===== config.mk =====
export PLATFORM = sky130hd
export DESIGN_NAME = axi4lite_cmd_master_flat
export DESIGN_NICKNAME = d
export VERILOG_FILES = /design/src/rtl/axi4lite_cmd_master_if.sv /design/src/rtl/axi4lite_cmd_master.sv /design/src/flat_wrapper.sv
export SDC_FILE = /design/constraint.sdc
export NUM_CORES = 1
export LEC_CHECK = 0
export CELL_PAD_IN_SITES_DETAIL_PLACEMENT = 0
export CELL_PAD_IN_SITES_GLOBAL_PLACEMENT = 1
export CORE_UTILIZATION = 29
export CTS_CLUSTER_DIAMETER = 50
export CTS_CLUSTER_SIZE = 20
export DETAILED_ROUTE_END_ITERATION = 12
export HOLD_SLACK_MARGIN = 0.03
export PLACE_DENSITY = 0.87
export SYNTH_ARGS = -nofsm -noshare
export SYNTH_HDL_FRONTEND = slang
export SYNTH_SLANG_ARGS = --single-unit

===== constraint.sdc =====
create_clock -name s_axi_aclk -period 1.5 [get_ports s_axi_aclk]
set_input_delay 0.375 -clock s_axi_aclk [delete_from_list [all_inputs] [get_ports s_axi_aclk]]
set_output_delay 0.375 -clock s_axi_aclk [all_outputs]
set_load 0.005 [all_outputs]

===== src/rtl/axi4lite_cmd_master_if.sv =====
// Bundle for the axi4lite_cmd_master block.
// Carries the local command/response channel and the AXI4-Lite master bus.
// The master modport is the sequencer's view; the slave modport is the view
// of whatever drives commands and models the AXI slave.
interface axi4lite_cmd_master_if #(
  parameter int DATA_WIDTH = 32,
  parameter int ADDR_WIDTH = 6
);
  // local command / response side
  logic                  cmd_valid;
  logic                  cmd_ready;
  logic                  cmd_write;
  logic [ADDR_WIDTH-1:0] cmd_addr;
  logic [DATA_WIDTH-1:0] cmd_wdata;
  logic                  rsp_valid;
  logic [DATA_WIDTH-1:0] rsp_rdata;
  logic [1:0]            rsp_resp;
  logic [7:0]            err_count;

  // AXI4-Lite master side
  logic [ADDR_WIDTH-1:0] m_axi_awaddr;
  logic                  m_axi_awvalid;
  logic                  m_axi_awready;
  logic [DATA_WIDTH-1:0] m_axi_wdata;
  logic                  m_axi_wvalid;
  logic                  m_axi_wready;
  logic [1:0]            m_axi_bresp;
  logic                  m_axi_bvalid;
  logic                  m_axi_bready;
  logic [ADDR_WIDTH-1:0] m_axi_araddr;
  logic                  m_axi_arvalid;
  logic                  m_axi_arready;
  logic [DATA_WIDTH-1:0] m_axi_rdata;
  logic                  m_axi_rvalid;
  logic                  m_axi_rready;

  modport master (
    input  cmd_valid, cmd_write, cmd_addr, cmd_wdata,
    input  m_axi_awready, m_axi_wready, m_axi_bresp, m_axi_bvalid,
    input  m_axi_arready, m_axi_rdata, m_axi_rvalid,
    output cmd_ready, rsp_valid, rsp_rdata, rsp_resp, err_count,
    output m_axi_awaddr, m_axi_awvalid, m_axi_wdata, m_axi_wvalid, m_axi_bready,
    output m_axi_araddr, m_axi_arvalid, m_axi_rready
  );

  modport slave (
    output cmd_valid, cmd_write, cmd_addr, cmd_wdata,
    output m_axi_awready, m_axi_wready, m_axi_bresp, m_axi_bvalid,
    output m_axi_arready, m_axi_rdata, m_axi_rvalid,
    input  cmd_ready, rsp_valid, rsp_rdata, rsp_resp, err_count,
    input  m_axi_awaddr, m_axi_awvalid, m_axi_wdata, m_axi_wvalid, m_axi_bready,
    input  m_axi_araddr, m_axi_arvalid, m_axi_rready
  );
endinterface


===== src/rtl/axi4lite_cmd_master.sv =====
// AXI4-Lite command sequencer.
// Accepts one single-word read or write command at a time from a local client,
// runs the matching AXI4-Lite transaction with word-aligned addresses, and
// returns exactly one response pulse per command. Error write responses are
// counted in a saturating 8-bit counter. Every output is a flop.
module axi4lite_cmd_master #(
  parameter int DATA_WIDTH = 32,
  parameter int ADDR_WIDTH = 6
) (
  input  logic                  s_axi_aclk,
  input  logic                  s_axi_aresetn,
  axi4lite_cmd_master_if.master bus
);

  typedef enum logic [2:0] {
    IDLE  = 3'd0,
    WADDR = 3'd1,
    WRESP = 3'd2,
    RADDR = 3'd3,
    RDATA = 3'd4
  } state_t;

  // Clear the two byte-offset bits so every access is word aligned.
  function automatic logic [ADDR_WIDTH-1:0] align_addr(input logic [ADDR_WIDTH-1:0] addr);
    return addr & {{(ADDR_WIDTH-2){1'b1}}, 2'b00};
  endfunction

  // Increment that sticks at the all-ones value.
  function automatic logic [7:0] sat_inc(input logic [7:0] value);
    return (value == 8'hFF) ? value : value + 8'd1;
  endfunction

  state_t                state_r;
  logic                  aw_done_r;
  logic                  w_done_r;
  logic                  cmd_ready_r;
  logic                  rsp_valid_r;
  logic [DATA_WIDTH-1:0] rsp_rdata_r;
  logic [1:0]            rsp_resp_r;
  logic [7:0]            err_count_r;
  logic [ADDR_WIDTH-1:0] awaddr_r;
  logic                  awvalid_r;
  logic [DATA_WIDTH-1:0] wdata_r;
  logic                  wvalid_r;
  logic                  bready_r;
  logic [ADDR_WIDTH-1:0] araddr_r;
  logic                  arvalid_r;
  logic                  rready_r;

  logic aw_hs_s;
  logic w_hs_s;

  assign aw_hs_s = awvalid_r & bus.m_axi_awready;
  assign w_hs_s  = wvalid_r & bus.m_axi_wready;

  assign bus.cmd_ready     = cmd_ready_r;
  assign bus.rsp_valid     = rsp_valid_r;
  assign bus.rsp_rdata     = rsp_rdata_r;
  assign bus.rsp_resp      = rsp_resp_r;
  assign bus.err_count     = err_count_r;
  assign bus.m_axi_awaddr  = awaddr_r;
  assign bus.m_axi_awvalid = awvalid_r;
  assign bus.m_axi_wdata   = wdata_r;
  assign bus.m_axi_wvalid  = wvalid_r;
  assign bus.m_axi_bready  = bready_r;
  assign bus.m_axi_araddr  = araddr_r;
  assign bus.m_axi_arvalid = arvalid_r;
  assign bus.m_axi_rready  = rready_r;

  // Transaction sequencer: state, AXI handshakes, response pulse and error count.
  always_ff @(posedge s_axi_aclk or negedge s_axi_aresetn) begin
    if (!s_axi_aresetn) begin
      state_r     <= IDLE;
      aw_done_r   <= 1'b0;
      w_done_r    <= 1'b0;
      cmd_ready_r <= 1'b0;
      rsp_valid_r <= 1'b0;
      rsp_rdata_r <= {DATA_WIDTH{1'b0}};
      rsp_resp_r  <= 2'b00;
      err_count_r <= 8'd0;
      awaddr_r    <= {ADDR_WIDTH{1'b0}};
      awvalid_r   <= 1'b0;
      wdata_r     <= {DATA_WIDTH{1'b0}};
      wvalid_r    <= 1'b0;
      bready_r    <= 1'b0;
      araddr_r    <= {ADDR_WIDTH{1'b0}};
      arvalid_r   <= 1'b0;
      rready_r    <= 1'b0;
    end else begin
      // the response pulse lasts exactly one cycle
      rsp_valid_r <= 1'b0;
      case (state_r)
        IDLE: begin
          if (bus.cmd_valid && cmd_ready_r) begin
            cmd_ready_r <= 1'b0;
            if (bus.cmd_write) begin
              awaddr_r  <= align_addr(bus.cmd_addr);
              wdata_r   <= bus.cmd_wdata;
              awvalid_r <= 1'b1;
              wvalid_r  <= 1'b1;
              aw_done_r <= 1'b0;
              w_done_r  <= 1'b0;
              state_r   <= WADDR;
            end else begin
              araddr_r  <= align_addr(bus.cmd_addr);
              arvalid_r <= 1'b1;
              state_r   <= RADDR;
            end
          end else begin
            // also brings cmd_ready up on the first edge after reset
            cmd_ready_r <= 1'b1;
          end
        end
        WADDR: begin
          // each valid drops right after its own handshake
          if (aw_hs_s) begin
            awvalid_r <= 1'b0;
          end
          if (w_hs_s) begin
            wvalid_r <= 1'b0;
          end
          if ((aw_done_r || aw_hs_s) && (w_done_r || w_hs_s)) begin
            aw_done_r <= 1'b0;
            w_done_r  <= 1'b0;
            bready_r  <= 1'b1;
            state_r   <= WRESP;
          end else begin
            aw_done_r <= aw_done_r | aw_hs_s;
            w_done_r  <= w_done_r | w_hs_s;
          end
        end
        WRESP: begin
          if (bus.m_axi_bvalid) begin
            bready_r    <= 1'b0;
            rsp_valid_r <= 1'b1;
            rsp_resp_r  <= bus.m_axi_bresp;
            rsp_rdata_r <= {DATA_WIDTH{1'b0}};
            if (bus.m_axi_bresp != 2'b00) begin
              err_count_r <= sat_inc(err_count_r);
            end
            cmd_ready_r <= 1'b1;
            state_r     <= IDLE;
          end
        end
        RADDR: begin
          if (arvalid_r && bus.m_axi_arready) begin
            arvalid_r <= 1'b0;
            rready_r  <= 1'b1;
            state_r   <= RDATA;
          end
        end
        RDATA: begin
          if (bus.m_axi_rvalid) begin
            rready_r    <= 1'b0;
            rsp_valid_r <= 1'b1;
            rsp_rdata_r <= bus.m_axi_rdata;
            rsp_resp_r  <= 2'b00;
            cmd_ready_r <= 1'b1;
            state_r     <= IDLE;
          end
        end
        default: begin
          // unreachable encoding: quiesce the bus and fall back to idle
          awvalid_r   <= 1'b0;
          wvalid_r    <= 1'b0;
          bready_r    <= 1'b0;
          arvalid_r   <= 1'b0;
          rready_r    <= 1'b0;
          aw_done_r   <= 1'b0;
          w_done_r    <= 1'b0;
          cmd_ready_r <= 1'b0;
          state_r     <= IDLE;
        end
      endcase
    end
  end

endmodule


===== src/flat_wrapper.sv =====
// flat-port wrapper written by rule: the top's interface ports become plain ports
module axi4lite_cmd_master_flat 
#(
  parameter int DATA_WIDTH = 32,
  parameter int ADDR_WIDTH = 6
)
  (s_axi_aclk, s_axi_aresetn, bus_cmd_valid, bus_cmd_write, bus_cmd_addr, bus_cmd_wdata, bus_m_axi_awready, bus_m_axi_wready, bus_m_axi_bresp, bus_m_axi_bvalid, bus_m_axi_arready, bus_m_axi_rdata, bus_m_axi_rvalid, bus_cmd_ready, bus_rsp_valid, bus_rsp_rdata, bus_rsp_resp, bus_err_count, bus_m_axi_awaddr, bus_m_axi_awvalid, bus_m_axi_wdata, bus_m_axi_wvalid, bus_m_axi_bready, bus_m_axi_araddr, bus_m_axi_arvalid, bus_m_axi_rready);
  axi4lite_cmd_master_if #(.DATA_WIDTH(DATA_WIDTH), .ADDR_WIDTH(ADDR_WIDTH)) bus_i ();
  input  logic s_axi_aclk;
  input  logic s_axi_aresetn;
  input wire logic [$bits(bus_i.cmd_valid)-1:0] bus_cmd_valid;
  input wire logic [$bits(bus_i.cmd_write)-1:0] bus_cmd_write;
  input wire logic [$bits(bus_i.cmd_addr)-1:0] bus_cmd_addr;
  input wire logic [$bits(bus_i.cmd_wdata)-1:0] bus_cmd_wdata;
  input wire logic [$bits(bus_i.m_axi_awready)-1:0] bus_m_axi_awready;
  input wire logic [$bits(bus_i.m_axi_wready)-1:0] bus_m_axi_wready;
  input wire logic [$bits(bus_i.m_axi_bresp)-1:0] bus_m_axi_bresp;
  input wire logic [$bits(bus_i.m_axi_bvalid)-1:0] bus_m_axi_bvalid;
  input wire logic [$bits(bus_i.m_axi_arready)-1:0] bus_m_axi_arready;
  input wire logic [$bits(bus_i.m_axi_rdata)-1:0] bus_m_axi_rdata;
  input wire logic [$bits(bus_i.m_axi_rvalid)-1:0] bus_m_axi_rvalid;
  output wire logic [$bits(bus_i.cmd_ready)-1:0] bus_cmd_ready;
  output wire logic [$bits(bus_i.rsp_valid)-1:0] bus_rsp_valid;
  output wire logic [$bits(bus_i.rsp_rdata)-1:0] bus_rsp_rdata;
  output wire logic [$bits(bus_i.rsp_resp)-1:0] bus_rsp_resp;
  output wire logic [$bits(bus_i.err_count)-1:0] bus_err_count;
  output wire logic [$bits(bus_i.m_axi_awaddr)-1:0] bus_m_axi_awaddr;
  output wire logic [$bits(bus_i.m_axi_awvalid)-1:0] bus_m_axi_awvalid;
  output wire logic [$bits(bus_i.m_axi_wdata)-1:0] bus_m_axi_wdata;
  output wire logic [$bits(bus_i.m_axi_wvalid)-1:0] bus_m_axi_wvalid;
  output wire logic [$bits(bus_i.m_axi_bready)-1:0] bus_m_axi_bready;
  output wire logic [$bits(bus_i.m_axi_araddr)-1:0] bus_m_axi_araddr;
  output wire logic [$bits(bus_i.m_axi_arvalid)-1:0] bus_m_axi_arvalid;
  output wire logic [$bits(bus_i.m_axi_rready)-1:0] bus_m_axi_rready;
  assign bus_i.cmd_valid = bus_cmd_valid;
  assign bus_i.cmd_write = bus_cmd_write;
  assign bus_i.cmd_addr = bus_cmd_addr;
  assign bus_i.cmd_wdata = bus_cmd_wdata;
  assign bus_i.m_axi_awready = bus_m_axi_awready;
  assign bus_i.m_axi_wready = bus_m_axi_wready;
  assign bus_i.m_axi_bresp = bus_m_axi_bresp;
  assign bus_i.m_axi_bvalid = bus_m_axi_bvalid;
  assign bus_i.m_axi_arready = bus_m_axi_arready;
  assign bus_i.m_axi_rdata = bus_m_axi_rdata;
  assign bus_i.m_axi_rvalid = bus_m_axi_rvalid;
  assign bus_cmd_ready = bus_i.cmd_ready;
  assign bus_rsp_valid = bus_i.rsp_valid;
  assign bus_rsp_rdata = bus_i.rsp_rdata;
  assign bus_rsp_resp = bus_i.rsp_resp;
  assign bus_err_count = bus_i.err_count;
  assign bus_m_axi_awaddr = bus_i.m_axi_awaddr;
  assign bus_m_axi_awvalid = bus_i.m_axi_awvalid;
  assign bus_m_axi_wdata = bus_i.m_axi_wdata;
  assign bus_m_axi_wvalid = bus_i.m_axi_wvalid;
  assign bus_m_axi_bready = bus_i.m_axi_bready;
  assign bus_m_axi_araddr = bus_i.m_axi_araddr;
  assign bus_m_axi_arvalid = bus_i.m_axi_arvalid;
  assign bus_m_axi_rready = bus_i.m_axi_rready;
  axi4lite_cmd_master #(.DATA_WIDTH(DATA_WIDTH), .ADDR_WIDTH(ADDR_WIDTH)) u_core (.s_axi_aclk(s_axi_aclk), .s_axi_aresetn(s_axi_aresetn), .bus(bus_i));
endmodule

## Yosys cells after proc, flatten, opt, wreduce, memory -nomap -nowiden

Cells that the tools add are included.

- Register bits after elaboration: 94
- Bits of input ports: 81

- $add $sub $neg: 1
- Equality and inequality tests: 14
- Multiplexer cells: 42
- Bitwise logic cells: 11
- Reduce and logical (&&, ||, !) cells: 25

Operators with widths:

| operator | count |
|---|---|
| two-way mux 32 bit | 2 |
| case mux 32 bit (2 select lines) | 1 |
| case mux 1 bit (3 select lines) | 7 |
| AND reduction 3 bit | 7 |
| two-way mux 1 bit | 20 |
| AND reduction 4 bit | 4 |
| two-way mux 3 bit | 5 |
| case mux 3 bit (5 select lines) | 1 |
| OR reduction 3 bit | 4 |
| != test 2 x 1 -> 1 bit, second input constant | 5 |
| adder 8 x 1 -> 8 bit, second input constant | 1 |
| equality test 8 bit, second input constant | 1 |
| != test 2 bit, second input constant | 4 |
| inverter 1 bit | 7 |
| equality test 3 x 2 -> 1 bit, second input constant | 2 |
| two-way mux 2 bit | 3 |
| AND reduction 5 bit | 1 |
| case mux 1 bit (4 select lines) | 1 |
| case mux 2 bit (2 select lines) | 1 |
| nonzero test 2 bit | 2 |
| equality test 3 x 1 -> 1 bit, second input constant | 1 |
| equality test 3 bit, second input constant | 1 |
| logical AND 1 bit | 3 |
| logical NOT 3 bit | 1 |
| 5 further kinds | 8 |

## Longest topological paths before layout

- Word-level depth: 5
- Gate-level depth with buffers: 7

## Worst setup path after synthesis

No wires, ideal clock.

- Kind: register to register
- Start point: register u_core.state_r[1]
- End point: register u_core.araddr_r[2], in the netlist u_core.bus.m_axi_araddr[2]
- Setup time: 125 ps
- Data arrival time: 1505 ps
- Setup slack: -130 ps
- Stages on the path, launching flop included: 5
- Cells stage by stage: dfrtp_1 > buf_6 > or4_4 > nor2_4 > mux2_2

- Cells in the longest elaborated chain, start to end: 2

RTL lines:

| item | line | RTL |
|---|---|---|
| from (decl) | axi4lite_cmd_master.sv:33 | `state_t state_r;` |
| from (signal assigned) | axi4lite_cmd_master.sv:73 | `state_r <= IDLE;` |
| from (signal assigned) | axi4lite_cmd_master.sv:103 | `state_r <= WADDR;` |
| from (signal assigned) | axi4lite_cmd_master.sv:107 | `state_r <= RADDR;` |
| logical NOT 3 bit | axi4lite_cmd_master.sv:92 | `case (state_r)` |
| AND reduction 3 bit (no line) | - |  |
| to (signal assigned) | axi4lite_cmd_master.sv:86 | `araddr_r <= {ADDR_WIDTH{1'b0}};` |
| to (signal assigned) | axi4lite_cmd_master.sv:105 | `araddr_r <= align_addr(bus.cmd_addr);` |
| to (decl) | axi4lite_cmd_master.sv:46 | `logic [ADDR_WIDTH-1:0] araddr_r;` |

Every way passes these cells.
A chain may end at the register's enable or synchronous reset.

## Worst setup path after layout

- Start point: register u_core.state_r[0]
- End point: register u_core.araddr_r[3], in the netlist u_core.bus.m_axi_araddr[3]

Same word-level chain as after synthesis.

==> impl_metrics.toml <==
[outcome]
violations = "negative setup slack"
status = "finished with violations"

[worst_setup_path]
cp-start-kind = "register"
r2r_slack_ns = -0.13
ff2ff_path_depth = 3
reg2reg_from = "u_core.state_r[0]$_DFFE_PN0P_"
timing.rr.end = "u_core.bus.m_axi_araddr[3]$_DFFE_PN0P_"
critPathKind = "register to register"
cp-end-kind = "register"
critPathCapture = "u_core.bus.m_axi_araddr[3]$_DFFE_PN0P_"
crit_arrival_ns = 1.86
cp_max_fo = 5
required_ns = 1.73
cp-startpoint = "u_core.state_r[0]$_DFFE_PN0P_"

[power]
pwr-share-clk_pct = 18.1
ir_worst_vdd_mv = 0.772
p_leak_uw = 0.00334
p_int_uw = 8150
sw_frac_of_total_pct = 31.8
power_uw = 12000
power.switching_uw = 3800
power_frac_comb_pct = 47.5
power.density_nw_per_um2 = 1750
power_frac_seq_pct = 34.4

[global_routing]
grt-ovfl-total = 0
antenna_found_initial = 0
grt_util_all_layers_pct = 14.8
grt_pass1_vias = 3385
grt_max_degree = 92
grt_pass1_wl_mm = 16.9

[cts]
clock_path_buffers = 2
cts_tree = "built"
cts.clk_slew.worst_paths_ns = 0.06
cts_buffers = 9
clock_latency_ns = 0.35
root_buffer = "clkbuf_16"
numClockSinks = 94
cts_max_level = 3

[placement]
place_ws_ns = -0.579
portBuffers = 167
finalWeightedCongestion = 0.768
dp_hpwl_mm = 7.47
placed_cell_area_um2 = 6230

[sta]
worstMarginPinSlew_ns = 0.513
setup_viol_count_final = 73
fmax_mhz = 614
layout_setup_ws_ns = -0.128
skew_ns = 0.00863
fin_crit_ns = 1.63
hold_viol = 0
finalCritPeriodShare_pct = 109
rsz0062_at_grt = "yes"
max_slew_margin_pct = 65.8
finalMaxSlewViolations = 0

[route]
num_vias = 3420
drc = 0
finalWirelength_mm = 11.5
viasPerCell = 4.51
wl_per_cell_um = 15.1
ant_nets = 0
drt_iter0_drc = 142
first_pass_iters = 6

[floorplan]
num_rows = 43
die-width_um = 121
die_area_um2 = 14700
boundaryPins = 174
core-area_um2 = 13900
die_height_um = 121
initial_core_util_pct = 29.6

[job]
maxCapViolations = 0

[synth]
synth_top_area_cell = "dfrtp_1"
yosysSeqAreaShare_pct = 57.2
synth-simple-area-share_pct = 13.9
synth_cells = 341
synth_top_area_share_pct = 57.2
synthDistinctLibCells = 48
avgSynthCellArea_um2 = 12.1
synth_area_leaders = "dfrtp_1, mux2_4, nand2_1"
syn_area_um2 = 4110
post_synth_mux_area_share_pct = 15.0
ys_seq_elements = 94
synth_top_family_by_area = "multiplexers"
yosysWarnings = 0
synth_fa_ha_area_share_pct = 0.548
synth_xor_area_share_pct = 0.426
synth_compound_area_share_pct = 9.07

[finish]
nets = 656
final_area_um2 = 6820
utilization_pct = 49.1
diodes = 0
drive_gt1_share_pct = 26.9
area_growth_pct = 65.9

[hold_path]
worst_hold_path_type = "input port to async pin"
-- stage by stage --
step                      hold slack (ns)  setup TNS (ns)  instances
after floorplan                    0.0794           -3.27        344
after global placement              0.177          -35.61        708
after detailed placement            0.181          -37.67        708
after CTS                           0.353           -3.52        749
after global routing                0.368           -9.73        759
final                               0.376           -4.47        759
-- logic make-up after synthesis --
| family | Yosys count |
|---|---|
| AOI/OAI and AO/OA | 62 |
| xor gates and xnor gates | 2 |
| adders and majority gates | 2 |
| buffers and inverters | 23 |
| DFF | 94 |
| muxes | 45 |
| other | 1 |
| and+or+nand+nor | 112 |
-- state kept, by name (all words and copies together) (netlist names), 2 cells and up --
register                 count
u_core.state_r               3
u_core.bus.m_axi_wdata      32
u_core.bus.err_count         8
u_core.bus.rsp_resp          2
u_core.bus.m_axi_araddr      4
u_core.bus.m_axi_awaddr      4
u_core.bus.rsp_rdata        32
-- worst max-delay path, stage by stage, from the launching register on --
cell     delay [ns]
dfrtp_2        0.44
or4_4          0.54
nor2_4         0.17
mux2_2         0.36
-- synth_stat cells, drive strengths merged --
| cell type | count |
|---|---|
| a32o | 1 |
| xnor2 | 1 |
| ha | 1 |
| mux2i | 1 |
| nand4 | 3 |
| a21o | 2 |
| nor4 | 1 |
| o31ai | 2 |
| nor3b | 2 |
| nor2b | 4 |
| nand2b | 5 |
| nand3b | 2 |
| a31oi | 4 |
| nor4b | 1 |
| or4 | 1 |
| maj3 | 1 |
| nor3 | 1 |
| a21oi | 5 |
| conb | 1 |
| clkbuf | 5 |
| dfrtp | 94 |
| and2 | 4 |
| o21ai | 36 |
| nand2 | 76 |
| and4 | 1 |
| buf | 17 |
| o21bai | 1 |
| a2bb2oi | 1 |
| mux2 | 44 |
| inv | 1 |
| nor2 | 5 |
| a41oi | 2 |
| o22ai | 1 |
| xor2 | 1 |
| a31o | 1 |
| a311oi | 1 |
| a311o | 1 |
| a22o | 3 |
| a2111oi | 1 |
| nand3 | 6 |
-- final cells by class --
class                      instances  area, µm²
multi-input combinational        227       1680
sequential                        94       2350
fill                            1260       7060
tap                              180        225
inverter                           1       3.75
timing repair buffer             241       2280
clock inverter                     3       18.8
clock buffer                      13        260
-- power by group through the flow --
stage	Combinational, µW	Clock (µW)	Sequential (µW)
after floorplan	2330	0	4210
after global placement	5220	0	4180
after detailed placement	5380	0	4220
after CTS	5230	2220	4100
after global routing	6130	2310	4220
final	5680	2160	4110
-- layer usage --
metal	track usage, %	vias to the layer above	part of all wire [%]
met3	2.49	14	4.0
li1	-	1633	-
met5	0	-	0
met1	18.6	1677	44
met2	24.4	96	50
met4	7.79	0	2.0
-- how the worst min path moves through the flow --
stage | startpoint | endpoint
CTS | s_axi_aresetn | u_core.bus.rsp_rdata[12]$_DFFE_PN0P_
global route | s_axi_aresetn | u_core.bus.rsp_rdata[12]$_DFFE_PN0P_
detailed placement | s_axi_aresetn | u_core.bus.rsp_rdata[12]$_DFFE_PN0P_
floorplan | s_axi_aresetn | u_core.aw_done_r$_DFFE_PN0P_
global placement | s_axi_aresetn | u_core.bus.rsp_rdata[14]$_DFFE_PN0P_
finish | s_axi_aresetn | u_core.bus.rsp_rdata[12]$_DFFE_PN0P_
-- repair_timing --
item | CTS | global route
pin swaps | 2 | 4
endpoints found under the setup margin | 179 | 93
cloned | 0 | 7
buffers inserted | 24 | 3
endpoints found under the hold margin | 3 | 0
hold buffers | 1 | 0
gates resized for setup | 105 | 35
-- layout by cell type, fill, tap and decap left out, types with 6 or more instances in the layout --
master / count
mux2_4: 30
o21ai_1: 30
buf_6: 6
nand2_1: 74
clkdlybuf4s50_1: 75
dlygate4sd2_1: 90
clkbuf_16: 13
buf_4: 57
dfrtp_1: 92
mux2_2: 14
Note: power is estimated with default switching activity, not from simulation.
